$ cat src/rtl/mf_pll_lock_supervisor_pkg.sv
// Purpose : shared state encoding and width helpers for the PLL lock supervisor.
// Latency : n/a (types and constant functions only).
// Backpressure: n/a.
package mf_pll_lock_supervisor_pkg;

    // Encoding is fixed because it is exported on state_dbg.
    typedef enum logic [2:0] {
        ST_PULSE   = 3'd0,
        ST_WAIT    = 3'd1,
        ST_STABLE  = 3'd2,
        ST_RELEASE = 3'd3,
        ST_RUN     = 3'd4,
        ST_FAIL    = 3'd5
    } pllsup_state_t;

    // Counter width for a given limit; never returns 0 so a limit of 1
    // still yields a legal one-bit counter.
    function automatic int clog2_min1(input int value);
        int w;
        w = $clog2(value);
        return (w < 1) ? 1 : w;
    endfunction

    function automatic int max_int(input int a, input int b);
        return (a > b) ? a : b;
    endfunction

endpackage

$ cat src/rtl/mf_sync2.sv
// Purpose : generic 2-flop synchroniser for asynchronous level inputs.
// Latency : 2 clk_i cycles from d_i to q_o.
// Backpressure: none; level signal, no handshake.
// Ports   : clk_i sampling clock, rst_n_i synchronous active-low reset,
//           d_i asynchronous input, q_o synchronised output.
module mf_sync2 #(
    parameter int WIDTH = 1
) (
    input  logic             clk_i,
    input  logic             rst_n_i,
    input  logic [WIDTH-1:0] d_i,
    output logic [WIDTH-1:0] q_o
);

    logic [WIDTH-1:0] meta_q;
    logic [WIDTH-1:0] sync_q;

    always_ff @(posedge clk_i) begin
        if (!rst_n_i) begin
            meta_q <= '0;
            sync_q <= '0;
        end else begin
            meta_q <= d_i;
            sync_q <= meta_q;
        end
    end

    assign q_o = sync_q;

endmodule

$ cat src/rtl/mf_pll_lock_supervisor.sv
// Purpose : drives PLL reset, debounces lock, retries on timeout, stages domain resets.
// Latency : pll_locked reaches the FSM after 2 syncs; outputs are registered (+1 cycle).
// Backpressure: none; free-running supervisor, retry is a single-cycle request honoured only in FAIL.
// Ports   : refclk/rst_n clock and sync active-low reset; pll_locked async lock flag;
//           retry restart pulse; pll_rst PLL reset; ch_rst_n staged domain resets;
//           all_ready/fail status; loss_count saturating loss counter; state_dbg FSM state.
module mf_pll_lock_supervisor
    import mf_pll_lock_supervisor_pkg::*;
#(
    parameter int NUM_CH       = 5,
    parameter int RST_PULSE    = 16,
    parameter int LOCK_STABLE  = 1024,
    parameter int LOCK_TIMEOUT = 65536,
    parameter int STAGE_GAP    = 64,
    parameter int MAX_RETRY    = 7,
    parameter int CNT_W        = 8
) (
    input  logic              refclk,
    input  logic              rst_n,
    input  logic              pll_locked,
    input  logic              retry,
    output logic              pll_rst,
    output logic [NUM_CH-1:0] ch_rst_n,
    output logic              all_ready,
    output logic              fail,
    output logic [CNT_W-1:0]  loss_count,
    output logic [2:0]        state_dbg
);

    // One phase timer serves every timed state, so it is sized for the
    // largest of the limits it has to reach.
    localparam int TMR_LIMIT = max_int(max_int(RST_PULSE, LOCK_TIMEOUT),
                                       max_int(LOCK_STABLE, STAGE_GAP));
    localparam int TMR_W     = clog2_min1(TMR_LIMIT);
    localparam int RTY_W     = clog2_min1(MAX_RETRY + 1);

    localparam logic [TMR_W-1:0]  PULSE_LAST   = TMR_W'(RST_PULSE - 1);
    localparam logic [TMR_W-1:0]  TIMEOUT_LAST = TMR_W'(LOCK_TIMEOUT - 1);
    localparam logic [TMR_W-1:0]  STABLE_LAST  = TMR_W'(LOCK_STABLE - 1);
    localparam logic [TMR_W-1:0]  GAP_LAST     = TMR_W'(STAGE_GAP - 1);
    localparam logic [RTY_W-1:0]  RETRY_LIMIT  = RTY_W'(MAX_RETRY);
    localparam logic [NUM_CH-1:0] CH_FIRST     = NUM_CH'(1);

    pllsup_state_t     state_q;
    logic [TMR_W-1:0]  tmr_q;
    logic [RTY_W-1:0]  retry_cnt_q;
    logic              pll_rst_q;
    logic [NUM_CH-1:0] ch_rst_n_q;
    logic              all_ready_q;
    logic              fail_q;
    logic [CNT_W-1:0]  loss_count_q;

    logic              lk;
    logic              loss_d;
    logic [RTY_W-1:0]  retry_inc_d;
    logic [CNT_W-1:0]  loss_sat_d;
    logic [NUM_CH-1:0] ch_shift_d;

    mf_sync2 #(
        .WIDTH(1)
    ) u_lock_sync (
        .clk_i  (refclk),
        .rst_n_i(rst_n),
        .d_i    (pll_locked),
        .q_o    (lk)
    );

    // Lock loss only matters once domains have started coming out of reset.
    assign loss_d      = !lk && ((state_q == ST_RELEASE) || (state_q == ST_RUN));
    assign retry_inc_d = retry_cnt_q + 1'b1;
    assign loss_sat_d  = (&loss_count_q) ? loss_count_q : loss_count_q + 1'b1;
    // Shift in a one from the bottom so bit 0 is always the first released.
    assign ch_shift_d  = (ch_rst_n_q << 1) | CH_FIRST;

    always_ff @(posedge refclk) begin
        if (!rst_n) begin
            state_q      <= ST_PULSE;
            tmr_q        <= '0;
            retry_cnt_q  <= '0;
            pll_rst_q    <= 1'b1;
            ch_rst_n_q   <= '0;
            all_ready_q  <= 1'b0;
            fail_q       <= 1'b0;
            loss_count_q <= '0;
        end else if (loss_d) begin
            // Drop every domain at once and restart the PLL; this is not
            // a failed attempt, so the retry budget is left alone.
            state_q      <= ST_PULSE;
            tmr_q        <= '0;
            pll_rst_q    <= 1'b1;
            ch_rst_n_q   <= '0;
            all_ready_q  <= 1'b0;
            loss_count_q <= loss_sat_d;
        end else begin
            case (state_q)
                ST_PULSE: begin
                    if (tmr_q == PULSE_LAST) begin
                        state_q   <= ST_WAIT;
                        tmr_q     <= '0;
                        pll_rst_q <= 1'b0;
                    end else begin
                        tmr_q <= tmr_q + 1'b1;
                    end
                end
                ST_WAIT: begin
                    if (lk) begin
                        state_q <= ST_STABLE;
                        tmr_q   <= '0;
                    end else if (tmr_q == TIMEOUT_LAST) begin
                        tmr_q       <= '0;
                        retry_cnt_q <= retry_inc_d;
                        pll_rst_q   <= 1'b1;
                        if (retry_inc_d == RETRY_LIMIT) begin
                            state_q <= ST_FAIL;
                            fail_q  <= 1'b1;
                        end else begin
                            state_q <= ST_PULSE;
                        end
                    end else begin
                        tmr_q <= tmr_q + 1'b1;
                    end
                end
                ST_STABLE: begin
                    // A drop on the final counting cycle still goes back to WAIT.
                    if (!lk) begin
                        state_q <= ST_WAIT;
                        tmr_q   <= '0;
                    end else if (tmr_q == STABLE_LAST) begin
                        state_q     <= ST_RELEASE;
                        tmr_q       <= '0;
                        retry_cnt_q <= '0;
                        ch_rst_n_q  <= CH_FIRST;
                    end else begin
                        tmr_q <= tmr_q + 1'b1;
                    end
                end
                ST_RELEASE: begin
                    if (ch_rst_n_q[NUM_CH-1]) begin
                        state_q     <= ST_RUN;
                        all_ready_q <= 1'b1;
                    end else if (tmr_q == GAP_LAST) begin
                        tmr_q      <= '0;
                        ch_rst_n_q <= ch_shift_d;
                    end else begin
                        tmr_q <= tmr_q + 1'b1;
                    end
                end
                ST_RUN: begin
                    all_ready_q <= 1'b1;
                end
                ST_FAIL: begin
                    if (retry) begin
                        state_q     <= ST_PULSE;
                        tmr_q       <= '0;
                        retry_cnt_q <= '0;
                        fail_q      <= 1'b0;
                    end
                end
                default: begin
                    // Unreachable encodings recover through a fresh PLL reset.
                    state_q     <= ST_PULSE;
                    tmr_q       <= '0;
                    pll_rst_q   <= 1'b1;
                    ch_rst_n_q  <= '0;
                    all_ready_q <= 1'b0;
                    fail_q      <= 1'b0;
                end
            endcase
        end
    end

    assign pll_rst    = pll_rst_q;
    assign ch_rst_n   = ch_rst_n_q;
    assign all_ready  = all_ready_q;
    assign fail       = fail_q;
    assign loss_count = loss_count_q;
    assign state_dbg  = state_q;

endmodule

$ cat config.mk
export PLATFORM = sky130hd
export DESIGN_NAME = mf_pll_lock_supervisor
export DESIGN_NICKNAME = d
export VERILOG_FILES = /design/src/rtl/mf_pll_lock_supervisor_pkg.sv /design/src/rtl/mf_sync2.sv /design/src/rtl/mf_pll_lock_supervisor.sv
export SDC_FILE = /design/constraint.sdc
export NUM_CORES = 1
export LEC_CHECK = 0
export BUFFER_PORTS_ARGS = -buffer_cell sky130_fd_sc_hd__buf_4
export CAP_MARGIN = 20
export CORE_ASPECT_RATIO = 1.4
export CORE_MARGIN = 2
export CORE_UTILIZATION = 63
export DETAILED_ROUTE_END_ITERATION = 16
export GPL_ROUTABILITY_DRIVEN = 1
export PLACE_DENSITY = 0.84
export SKIP_LAST_GASP = 1
export SLEW_MARGIN = 20
export SYNTH_ARGS = -nofsm -noshare
export SYNTH_HDL_FRONTEND = slang
export SYNTH_SLANG_ARGS = --single-unit
$ cat constraint.sdc
create_clock -name refclk -period 3.9 [get_ports refclk]
set_input_delay 0.78 -clock refclk [delete_from_list [all_inputs] [get_ports refclk]]
set_output_delay 0.78 -clock refclk [all_outputs]
set_load 0.005 [all_outputs]
==> insert_results.sql, run 1 <==
INSERT INTO impl_metrics (metric_group, metric, value, unit) VALUES
('synth', 'synth_top_area_share', '35.98', '%'),
('final_layout', 'layout-drive-gt1-share', '17.31', '%'),
('final_layout', 'final_net_count', '290', ''),
('synth', 'synth_flop_cell', 'dfxtp_1', ''),
('cts', 'post_cts_resize_count', '0', ''),
('placement', 'dpl.hpwl', '3.525', 'mm'),
('final_layout', 'sequential_cell_area', '800.8', 'um^2'),
('synth', 'number_of_synthesized_register_bits', '40', ''),
('floorplanning', 'initial_core_util', '65.89', '%'),
('worst_setup_path', 'crit_fanout', '15', ''),
('floorplanning', 'die_width', '54.24', 'um'),
('synth', 'synth_async_reset_ratio', '0', '%'),
('synth', 'syn_inst', '260', ''),
('sta', 'maxSlewHeadroom', '53.48', '%'),
('sta', 'fin_tns_setup', '0', 'ns'),
('synth', 'post_synth.cell_area_avg', '8.561', 'um^2'),
('final_layout', 'multi_input_comb_area', '1355', 'um^2'),
('worst_setup_path', 'criticalPathCategory', 'reg -> reg', ''),
('cts', 'ctsRootBufferMaster', 'clkbuf_8', ''),
('sta', 'finalSetupViolations', '0', ''),
('final_layout', 'fillerInstances', '291', ''),
('synth', 'yosys_warnings', '0', ''),
('floorplanning', 'placement_rows', '25', ''),
('final_layout', 'area_delta_synth_final', '11.35', '%'),
('final_layout', 'layout.cells.non_filler', '323', ''),
('global_routing', 'grt_usage', '27.04', '%'),
('floorplanning', 'core_area', '3378', 'um^2'),
('cts', 'clk_pin_slew', '0.08', 'ns'),
('drt', 'remaining_drc_errors', '0', ''),
('cts', 'cts.path.max_buffers', '2', ''),
('worst_setup_path', 'setup.worst_path.start_class', 'flop', ''),
('cts', 'tritoncts', 'built', ''),
('outcome', 'run_status', 'finished, final reports clean', ''),
('power_and_ir_drop', 'power-per-cell-area', '353.2', 'nW/um^2'),
('cts', 'cts_sinks', '40', ''),
('worst_setup_path', 'worst_ep_required_time', '4.06', 'ns'),
('placement', 'buffer_ports.inserted', '22', ''),
('power_and_ir_drop', 'cellLeakagePower', '0.0009213', 'uW'),
('global_routing', 'first_global_vias', '1840', ''),
('placement', 'globalplace.congestion', '0.8871', ''),
('synth', 'syn_nets', '268', ''),
('sta', 'worst_clock_skew', '0.009900', 'ns'),
('synth', 'synth_area', '2226', 'um^2'),
('power_and_ir_drop', 'ir_drop', '0.3106', 'mV'),
('floorplanning', 'io_pins', '23', ''),
('drt', 'drt_pass1_iterations', '4', ''),
('synth', 'synth_area_leader_cell', 'dfxtp_1', ''),
('sta', 'achievable-frequency', '0.4594', 'GHz'),
('min_path', 'hold_path_class', 'reg -> reg', ''),
('sta', 'final_critical_period', '2.177', 'ns'),
('sta', 'slew_viol_final', '0', ''),
('final_layout', 'antenna_cells', '0', ''),
('sta', 'report.final.hold_viol_count', '0', ''),
('cts', 'clkLatencyLatePin', '0.30', 'ns'),
('sta', 'setup_repair_after_global_routing_missed_its_margin', 'false', ''),
('synth', 'yosysSeqAreaShare', '35.98', '%'),
('drt', 'drt.antenna.violating_nets', '0', ''),
('drt', 'routed_wirelength', '4.874', 'mm'),
('floorplanning', 'fp.dieH', '74.33', 'um'),
('drt', 'via_per_inst', '6.161', ''),
('cts', 'holdBufCountCts', '0', ''),
('cts', 'cts_made_buffers', '5', ''),
('global_routing', 'first_pass_grt_wire_length', '8.038', 'mm'),
('drt', 'first_iter_violations', '51', ''),
('synth', 'netlist_top_cells_area', 'dfxtp_1 (36%), xnor2_1 (5.9%), nor2_1 (5.4%)', ''),
('sta', 'worst_slew_pin_slew', '0.6978', 'ns'),
('synth', 'synth_unique_cells', '58', ''),
('floorplanning', 'floorplan.die_area', '4031', 'um^2'),
('cts', 'postCtsSetupRepairBufs', '0', ''),
('job', 'drv_cap', '0', ''),
('synth', 'synth_edf_count', '0', ''),
('worst_setup_path', 'worstPathArrival', '2.33', 'ns'),
('sta', 'final.period_utilization', '55.82', '%'),
('global_routing', 'antenna_found_initial', '0', ''),
('global_routing', 'pin_count_of_the_biggest_net_entering_global_routing', '19', ''),
('placement', 'placed_cells_incl_taps', '315', ''),
('drt', 'wl_per_cell', '15.09', 'um'),
('cts', 'htreeDepth', '2', ''),
('worst_setup_path', 'cp-end-kind', 'flop', ''),
('global_routing', 'globalRoute.totalOverflow', '0', ''),
('drt', 'routed-via-count', '1990', '');
logic make-up after synthesis:
family	after synthesis	share of synthesized area, %
AND/OR/NAND/NOR	127	32.32
AO/OA/AOI/OAI	56	17.59
flip-flops	40	35.98
XOR/XNOR	21	8.263
buffers and inverters	11	3.148
adder cells (fa/ha/maj)	4	2.249
multiplexers	1	0.4497
Yosys cell counts, types with 2 or more instances:
library cell and count:
nor3_1 5, a21oi_1 18, and3_1 4, dfxtp_1 40, nand2_1 26, nor4_1 7, nand2b_1 4, ha_1 4
nand3b_1 2, nor3b_1 4, buf_6 2, nor4_4 2, xor2_1 6, inv_1 4, nand4_2 2, o31ai_1 2
o21a_1 2, a21o_1 2, or3_1 2, a211oi_1 2, buf_2 3, and4_1 2, nor2_2 2, a31oi_1 2
nand3_1 8, and4bb_2 2, nor2_1 32, o21ai_0 11, xnor2_1 15, and2_1 5, nand4_1 11
per-layer routing:
layer	wire length, um	vias to the layer above	global-route usage (%)
li1	-	994	-
met1	1930	932	29.62
met2	2617	48	46.45
met3	158	16	6.627
met4	167	0	14.72
met5	0	-	0
registers in the layout, indices dropped and copies added, names as in the netlist, 3 cells and up:
name and flops:
tmr_q 16, loss_count 8, ch_rst_n 5, retry_cnt_q 3, state_dbg 3
report_power, final:
part	internal, uW	total, uW	switching (uW)
Clock	141	289	148
Combinational	57.3	134	76.8
Sequential	427	453	25.9
Total	625	876	250
metrics by stage:
step                instance area (um^2)  hold slack, ns  power (uW)  util, %  worst slack [ns]
CTS                                 2479          0.4558       877.3    73.37             1.708
finish                              2479          0.4509       875.6    73.37             1.723
global route                        2479          0.4697       913.6    73.37             1.508
global placement                    2386          0.4145       590.2    70.63             1.760
floorplan                           2226          0.4118       562.2        -             2.117
detailed placement                  2386          0.4372       594.4    70.63             1.720
worst max-delay path: stages, from the launching register on:
cell,delay (ns)
dfxtp_1,0.37
ha_1,0.20
and3_1,0.26
nand4_2,0.21
o2bb2ai_2,0.25
o31ai_4,0.64
nor2_1,0.11
area by class of cell:
cell class | count | area share (%)
Inverter | 4 | 0.6058
Tap cell | 40 | 2.019
Multi-Input combinational cell | 209 | 54.67
Sequential cell | 40 | 32.31
Timing Repair Buffer | 22 | 6.663
Clock inverter | 2 | 0.4038
Clock buffer | 6 | 3.332
placed cells by master (no fill, tap or decap), types with 5 or more instances in the layout:
cell and instances:
o21ai_0 11, nor3_1 5, nor2_1 32, xor2_1 6, nor4_1 7, xnor2_1 15
nand2_1 26, nand4_1 11, a21oi_1 18, buf_4 22, clkbuf_8 6, dfxtp_1 40
nand3_1 8, and2_1 5
worst paths after layout:
path,from,end,slack (ns),cells past startpoint
setup / recovery,tmr_q[0],tmr_q[10],1.72,6
hold / removal,u_lock_sync.meta_q,u_lock_sync.q_o,0.45,1
setup reg to reg,tmr_q[0],tmr_q[10],1.72,6
hold reg to reg,u_lock_sync.meta_q,u_lock_sync.q_o,0.45,1
No activity file was read; power rests on OpenSTA's default activity.
==> inputs of run 2 (changes only) <==
- CORE_UTILIZATION: 63 -> 53
- PLACE_DENSITY: 0.84 -> 0.76
- clock period: 3.9 -> 1.8 ns (I/O delays scaled with it)
==> run 2 against run 1 <==
Effect of this change: clock power increased by 120%; worst hold slack got worse by 0.17 ns; critical path type unchanged; maximum frequency increased by 16%; setup slack got worse by 1.8 ns; the flow now finishes with violations (design-rule violations, negative setup slack); non-clock buffer count increased by 39; highest routed layer unchanged; wire length increased by 19%; register-to-register slack got worse by 1.8 ns.
==> insert_results.sql, run 2 (synthesis results as in run 1) <==
INSERT INTO impl_metrics (metric_group, metric, value, unit) VALUES
('power_and_ir_drop', 'power_switching', '599.0', 'uW'),
('sta', 'setup_repair_after_global_routing_missed_its_margin', 'true', ''),
('cts', 'holdBufCountCts', '0', ''),
('final_layout', 'multi_input_comb_area', '1508', 'um^2'),
('final_layout', 'final_net_count', '329', ''),
('sta', 'fin_hold_ws', '0.2803', 'ns'),
('cts', 'ctsRootBufferMaster', 'clkbuf_8', ''),
('final_layout', 'mostFrequentLayoutCells', 'buf_4 (60), dfxtp_1 (34), nor2_1 (31), nand2_1 (26)', ''),
('min_path', 'worstHoldEndpoint', 'u_lock_sync.meta_q', ''),
('worst_setup_path', 'setup.worst_path.start_class', 'flop', ''),
('placement', 'placedInstanceArea', '2650', 'um^2'),
('global_routing', 'first_global_vias', '2041', ''),
('floorplanning', 'placement_rows', '27', ''),
('power_and_ir_drop', 'ir_drop', '0.6523', 'mV'),
('drt', 'remaining_drc_errors', '2', ''),
('min_path', 'hold_path_class', 'in -> reg', ''),
('power_and_ir_drop', 'power-per-cell-area', '698.3', 'nW/um^2'),
('sta', 'report.final.hold_viol_count', '0', ''),
('final_layout', 'final_common_cell', 'buf_4', ''),
('cts', 'cts_made_buffers', '5', ''),
('worst_setup_path', 'worstPathCellList', 'and3b_1 -> buf_4 -> a21oi_1 -> a21oi_2 -> o41ai_2 -> a21oi_1', ''),
('sta', 'finalSetupViolations', '3', ''),
('final_layout', 'layout.cells.non_filler', '365', ''),
('min_path', 'worst_hold_path.num_cells', '2', ''),
('drt', 'via_per_inst', '5.942', ''),
('power_and_ir_drop', 'power_switching_share', '29.07', '%'),
('sta', 'maxSlewHeadroom', '63.14', '%'),
('drt', 'drt_pass1_iterations', '11', ''),
('worst_setup_path', 'slowest_stage', 'dfxtp_1', ''),
('final_layout', 'sequential_cell_area', '810.8', 'um^2'),
('drt', 'first_iter_violations', '161', ''),
('job', 'drv_cap', '0', ''),
('sta', 'final_worst_setup_slack', '-0.06939', 'ns'),
('worst_setup_path', 'cp-end-kind', 'flop', ''),
('floorplanning', 'core_area', '3986', 'um^2'),
('worst_setup_path', 'critical_path.reg2reg.startpoint', 'state_dbg[2]', ''),
('global_routing', 'pin_count_of_the_biggest_net_entering_global_routing', '16', ''),
('drt', 'wl_per_cell', '15.95', 'um'),
('power_and_ir_drop', 'power.share.clock', '30.5', '%'),
('global_routing', 'grt_usage', '24.11', '%'),
('global_routing', 'antenna_found_initial', '0', ''),
('global_routing', 'first_pass_grt_wire_length', '8.942', 'mm'),
('outcome', 'violations', 'design-rule violations, negative setup slack', ''),
('worst_setup_path', 'critical-path-max-stage-delay', '0.47', 'ns'),
('cts', 'tritoncts', 'built', ''),
('worst_setup_path', 'criticalPathCategory', 'reg -> reg', ''),
('sta', 'final.period_utilization', '103.9', '%'),
('worst_setup_path', 'cp_common_cell', 'a21oi_1', ''),
('worst_setup_path', 'worst_ep_required_time', '1.97', 'ns'),
('final_layout', 'number_of_flip_flops_under_the_largest_register_name', '16', ''),
('floorplanning', 'initial_core_util', '55.84', '%'),
('sta', 'worst_slew_pin_slew', '0.5524', 'ns'),
('placement', 'buffer_ports.inserted', '22', ''),
('cts', 'clkLatencyLatePin', '0.29', 'ns'),
('cts', 'clk_pin_slew', '0.08', 'ns'),
('final_layout', 'final_cell_area', '2950', 'um^2'),
('worst_setup_path', 'crit_fanout', '9', ''),
('final_layout', 'area_delta_synth_final', '32.55', '%'),
('floorplanning', 'fp.dieH', '80.68', 'um'),
('floorplanning', 'die_width', '58.77', 'um'),
('sta', 'worst_clock_skew', '0.006398', 'ns'),
('sta', 'final_critical_period', '1.869', 'ns'),
('global_routing', 'globalRoute.totalOverflow', '0', ''),
('worst_setup_path', 'regToRegEndpoint', 'retry_cnt_q[2]', ''),
('floorplanning', 'floorplan.die_area', '4742', 'um^2'),
('min_path', 'hold_path_startpoint', 'pll_locked', ''),
('placement', 'dpl.hpwl', '3.853', 'mm'),
('worst_setup_path', 'worst_r2r_path_depth', '6', ''),
('placement', 'globalplace.congestion', '0.9335', ''),
('worst_setup_path', 'worstPathArrival', '2.04', 'ns'),
('placement', 'placed_cells_incl_taps', '351', ''),
('cts', 'cts.path.max_buffers', '2', ''),
('cts', 'htreeDepth', '2', ''),
('power_and_ir_drop', 'comb_power_share', '21.5', '%'),
('drt', 'drt.antenna.violating_nets', '0', ''),
('power_and_ir_drop', 'cellLeakagePower', '0.001135', 'uW'),
('final_layout', 'antenna_cells', '0', ''),
('final_layout', 'fillerInstances', '299', ''),
('outcome', 'run_status', 'finished with violations', ''),
('power_and_ir_drop', 'cell_internal_pwr', '1461', 'uW'),
('cts', 'cts_sinks', '40', ''),
('final_layout', 'registers.top_by_ff_count', 'tmr_q', ''),
('worst_setup_path', 'reg2reg_slack', '-0.07', 'ns'),
('floorplanning', 'io_pins', '23', ''),
('sta', 'achievable-frequency', '0.5349', 'GHz'),
('power_and_ir_drop', 'design_power_total', '2060', 'uW'),
('power_and_ir_drop', 'seq_power_share', '48.0', '%'),
('sta', 'slew_viol_final', '0', ''),
('drt', 'routed_wirelength', '5.821', 'mm'),
('final_layout', 'layout-drive-gt1-share', '35.40', '%'),
('drt', 'routed-via-count', '2169', '');
[run 2: cell count changes in the layout (fill, tap and decap cells not counted), sizes merged]
cell	before	now
buf	22	61
[run 2: routing by layer]
layer,GRT usage (%),wire [um],vias to the layer above
li1,-,-,1071
met1,26.80,2363,1044
met2,45.00,3163,43
met3,2.899,174,11
met4,9.318,120,0
met5,0,0,-
[run 2: power groups by stage]
| stage | clock [uW] | combinational [uW] | sequential (uW) |
|---|---|---|---|
| 2_1_floorplan | 0 | 241 | 977 |
| 3_3_place_gp | 0 | 367 | 991 |
| 3_5_place_dp | 0 | 370 | 993 |
| 4_1_cts | 632 | 378 | 974 |
| 5_1_grt | 670 | 486 | 993 |
| 6_report | 629 | 443 | 988 |
[run 2: worst max-delay path by stage]
stage	startpoint	to	slack (ns)	cells after the start
final	state_dbg[2]	retry_cnt_q[2]	-0.07	6
after global routing	state_dbg[2]	retry_cnt_q[2]	-0.14	6
after CTS	tmr_q[0]	state_dbg[1]	-0.009	6
after detailed placement	tmr_q[0]	retry_cnt_q[2]	-0.12	6
after global placement	tmr_q[0]	retry_cnt_q[2]	-0.04	6
after floorplan	tmr_q[0]	retry_cnt_q[2]	0.04	6
[run 2: stage by stage]
step	setup TNS, ns	worst slack [ns]	utilization (%)
6_report	-0.1096	-0.06939	74.01
5_1_grt	-1.333	-0.1430	74.01
4_1_cts	-0.008523	-0.008523	69.68
3_5_place_dp	-0.2502	-0.1236	66.48
3_3_place_gp	-0.06419	-0.03764	66.48
2_1_floorplan	0	0.03698	-
[run 2: timing repair]
action	4_1_cts	5_1_grt
gates resized for setup	7	35
setup endpoints to repair	24	34
buffers inserted	3	3
cloned	0	0
pin swaps	2	7
[run 2: critical path: cells and delay by family, from the launching register on]
| family | cells | cell delay (ns) |
|---|---|---|
| buffers and inverters | 1 | 0.16 |
| DFF | 1 | 0.47 |
| and+or+nand+nor | 1 | 0.26 |
| AOI/OAI and AO/OA | 4 | 0.84 |
[run 2: cell type report]
type / count / area share (%)
Multi-Input combinational cell: 209 / 51.10
Sequential cell: 40 / 27.48
Timing Repair Buffer: 61 / 15.95
Clock buffer: 6 / 2.799
Tap cell: 43 / 1.824
Inverter: 4 / 0.5089
Clock inverter: 2 / 0.3393
==> inputs of run 3 (changes only) <==
- GPL_TIMING_DRIVEN: not set -> 0
==> run 3 against run 2 <==
Effect of this change: the run still ends with design-rule violations, negative setup slack left; maximum frequency about the same; global-route usage down 0.46 points; count of clock-buffer cells in the layout down 1; critical path depth unchanged; first-iteration DRC count down 43%; core utilization down 3.8 points; clock skew up 0.0042 ns; clock power up 18%.
==> insert_results.sql, run 3 (synthesis results as in run 1) <==
INSERT INTO impl_metrics (metric_group, metric, value, unit) VALUES
('outcome', 'run_status', 'finished with violations', ''),
('outcome', 'violations', 'design-rule violations, negative setup slack', ''),
('final_layout', 'multi_input_comb_area', '1470', 'um^2'),
('cts', 'tritoncts', 'built', ''),
('power_and_ir_drop', 'power.share.clock', '34.9', '%'),
('drt', 'first_iter_violations', '91', ''),
('sta', 'report.final.hold_viol_count', '0', ''),
('floorplanning', 'die_width', '58.77', 'um'),
('drt', 'wl_per_cell', '15.57', 'um'),
('drt', 'routed-via-count', '2058', ''),
('final_layout', 'number_of_flip_flops_under_the_largest_register_name', '16', ''),
('final_layout', 'mostFrequentLayoutCells', 'buf_4 (35), nor2_1 (29), nand2_1 (26), dfxtp_1 (24)', ''),
('floorplanning', 'initial_core_util', '55.84', '%'),
('sta', 'setup_repair_after_global_routing_missed_its_margin', 'true', ''),
('worst_setup_path', 'worst_ep_required_time', '2.02', 'ns'),
('placement', 'dpl.hpwl', '3.756', 'mm'),
('sta', 'slew_viol_final', '0', ''),
('placement', 'buffer_ports.inserted', '22', ''),
('final_layout', 'fillerInstances', '323', ''),
('worst_setup_path', 'critical_path.reg2reg.startpoint', 'tmr_q[11]', ''),
('power_and_ir_drop', 'cell_internal_pwr', '1531', 'uW'),
('drt', 'remaining_drc_errors', '2', ''),
('worst_setup_path', 'slowest_stage', 'nor4_4', ''),
('drt', 'routed_wirelength', '5.387', 'mm'),
('final_layout', 'registers.top_by_ff_count', 'tmr_q', ''),
('worst_setup_path', 'crit_fanout', '4', ''),
('sta', 'worst_slew_pin_slew', '0.5642', 'ns'),
('floorplanning', 'placement_rows', '27', ''),
('cts', 'htreeDepth', '2', ''),
('power_and_ir_drop', 'ir_drop', '0.7081', 'mV'),
('drt', 'drt_pass1_iterations', '10', ''),
('worst_setup_path', 'crit_buf_inv', '1', ''),
('global_routing', 'grt_usage', '23.65', '%'),
('global_routing', 'first_pass_grt_wire_length', '8.618', 'mm'),
('power_and_ir_drop', 'seq_power_share', '45.9', '%'),
('sta', 'maxSlewHeadroom', '62.13', '%'),
('cts', 'clkLatencyLatePin', '0.30', 'ns'),
('power_and_ir_drop', 'power-per-cell-area', '757.6', 'nW/um^2'),
('cts', 'holdBufCountCts', '0', ''),
('cts', 'ctsRootBufferMaster', 'clkbuf_8', ''),
('sta', 'final_worst_setup_slack', '-0.07055', 'ns'),
('cts', 'cts.path.max_buffers', '2', ''),
('worst_setup_path', 'setup.worst_path.start_class', 'flop', ''),
('min_path', 'hold_path_class', 'in -> reg', ''),
('worst_setup_path', 'criticalPathCategory', 'reg -> reg', ''),
('global_routing', 'first_global_vias', '1849', ''),
('worst_setup_path', 'cp-end-kind', 'flop', ''),
('final_layout', 'antenna_cells', '0', ''),
('floorplanning', 'floorplan.die_area', '4742', 'um^2'),
('sta', 'final.period_utilization', '103.9', '%'),
('power_and_ir_drop', 'power_switching', '590.7', 'uW'),
('worst_setup_path', 'critical-path-max-stage-delay', '0.40', 'ns'),
('worst_setup_path', 'critical_path_source', 'tmr_q[11]', ''),
('sta', 'worst_clock_skew', '0.01058', 'ns'),
('final_layout', 'post-route-util', '70.24', '%'),
('global_routing', 'pin_count_of_the_biggest_net_entering_global_routing', '14', ''),
('sta', 'achievable-frequency', '0.5346', 'GHz'),
('floorplanning', 'core_area', '3986', 'um^2'),
('min_path', 'hold_path_startpoint', 'pll_locked', ''),
('global_routing', 'globalRoute.totalOverflow', '0', ''),
('power_and_ir_drop', 'power_switching_share', '27.84', '%'),
('floorplanning', 'fp.dieH', '80.68', 'um'),
('floorplanning', 'io_pins', '23', ''),
('job', 'drv_cap', '0', ''),
('final_layout', 'area_delta_synth_final', '25.80', '%'),
('power_and_ir_drop', 'cellLeakagePower', '0.001039', 'uW'),
('global_routing', 'antenna_found_initial', '0', ''),
('final_layout', 'sequential_cell_area', '825.8', 'um^2'),
('sta', 'final_critical_period', '1.871', 'ns'),
('worst_setup_path', 'worstPathCellList', 'nor4_4 -> and4_4 -> o2bb2ai_4 -> buf_4 -> a2111o_1 -> a21oi_1', ''),
('drt', 'via_per_inst', '5.948', ''),
('cts', 'clk_pin_slew', '0.09', 'ns'),
('final_layout', 'final_net_count', '310', ''),
('power_and_ir_drop', 'comb_power_share', '19.2', '%'),
('cts', 'cts_made_buffers', '5', ''),
('worst_setup_path', 'path_delay_family', 'simple AND/OR/NAND/NOR gates', ''),
('sta', 'fin_tns_setup', '-0.6103', 'ns'),
('cts', 'cts_sinks', '40', ''),
('placement', 'globalplace.congestion', '0.9432', ''),
('final_layout', 'final_common_cell', 'buf_4', ''),
('sta', 'finalSetupViolations', '17', ''),
('drt', 'drt.antenna.violating_nets', '0', ''),
('final_layout', 'layout-drive-gt1-share', '33.66', '%'),
('worst_setup_path', 'worstPathArrival', '2.09', 'ns');
## run 3: cell count changes in the layout (fill, tap and decap cells not counted), moves of 3 or more
cell / previous run / this run
buf_4: 60 / 35
dfxtp_1: 34 / 24
dfxtp_2: 5 / 14
o21ai_0: 7 / 11
buf_6: 0 / 3
## run 3: worst paths after layout
kind	to	slack, ns	cells past startpoint
worst max-delay path	state_dbg[0]	-0.07	6
worst min-delay path	u_lock_sync.meta_q	0.26	2
worst max register to register	state_dbg[0]	-0.07	6
worst min register to register	u_lock_sync.q_o	0.45	1
## run 3: per-layer routing
metal	global-route usage (%)	wire, um
met5	0	0
met4	9.318	157
met3	5.153	164
met2	42.78	2913
met1	26.01	2152
## run 3: power groups by stage
stage                     clock network [uW]  logic (uW)  registers [uW]
final                                    740         408             974
after global routing                     792         444             981
after CTS                                750         360             976
after detailed placement                   0         320             989
after global placement                     0         314             988
after floorplan                            0         241             977
## run 3: final cells by class
cell class	count	share of cell area, %
Sequential cell	40	29.49
Multi-Input combinational cell	209	52.50
Timing Repair Buffer	37	10.19
Tap cell	43	1.921
Inverter	4	0.5362
Buffer	5	1.385
Clock buffer	5	2.458
Clock inverter	3	1.519
## run 3: stage by stage
step | cell area [um^2] | setup WS [ns] | hold WS, ns | cells | total power, uW
floorplan | 2226 | 0.03698 | 0.4118 | 260 | 1218
global placement | 2445 | -0.2529 | 0.4169 | 325 | 1302
detailed placement | 2445 | -0.2507 | 0.4283 | 325 | 1309
CTS | 2685 | -0.01824 | 0.2603 | 338 | 2087
global route | 2800 | -0.1136 | 0.2536 | 346 | 2217
finish | 2800 | -0.07055 | 0.2627 | 346 | 2121
## run 3: worst register-to-register path, cell delays in order, from the launching register on
cell and delay [ns]:
dfxtp_4 0.37, nor4_4 0.40, and4_4 0.31, o2bb2ai_4 0.08, buf_4 0.15, a2111o_1 0.37
a21oi_1 0.12
## run 3: timing repair
| item | 4_1_cts | 5_1_grt |
|---|---|---|
| buffers inserted | 5 | 9 |
| pin swaps | 6 | 12 |
| endpoints found under the setup margin | 26 | 25 |
| hold endpoints to repair | 0 | 0 |
| resized for setup | 31 | 18 |
| gates cloned | 1 | 0 |
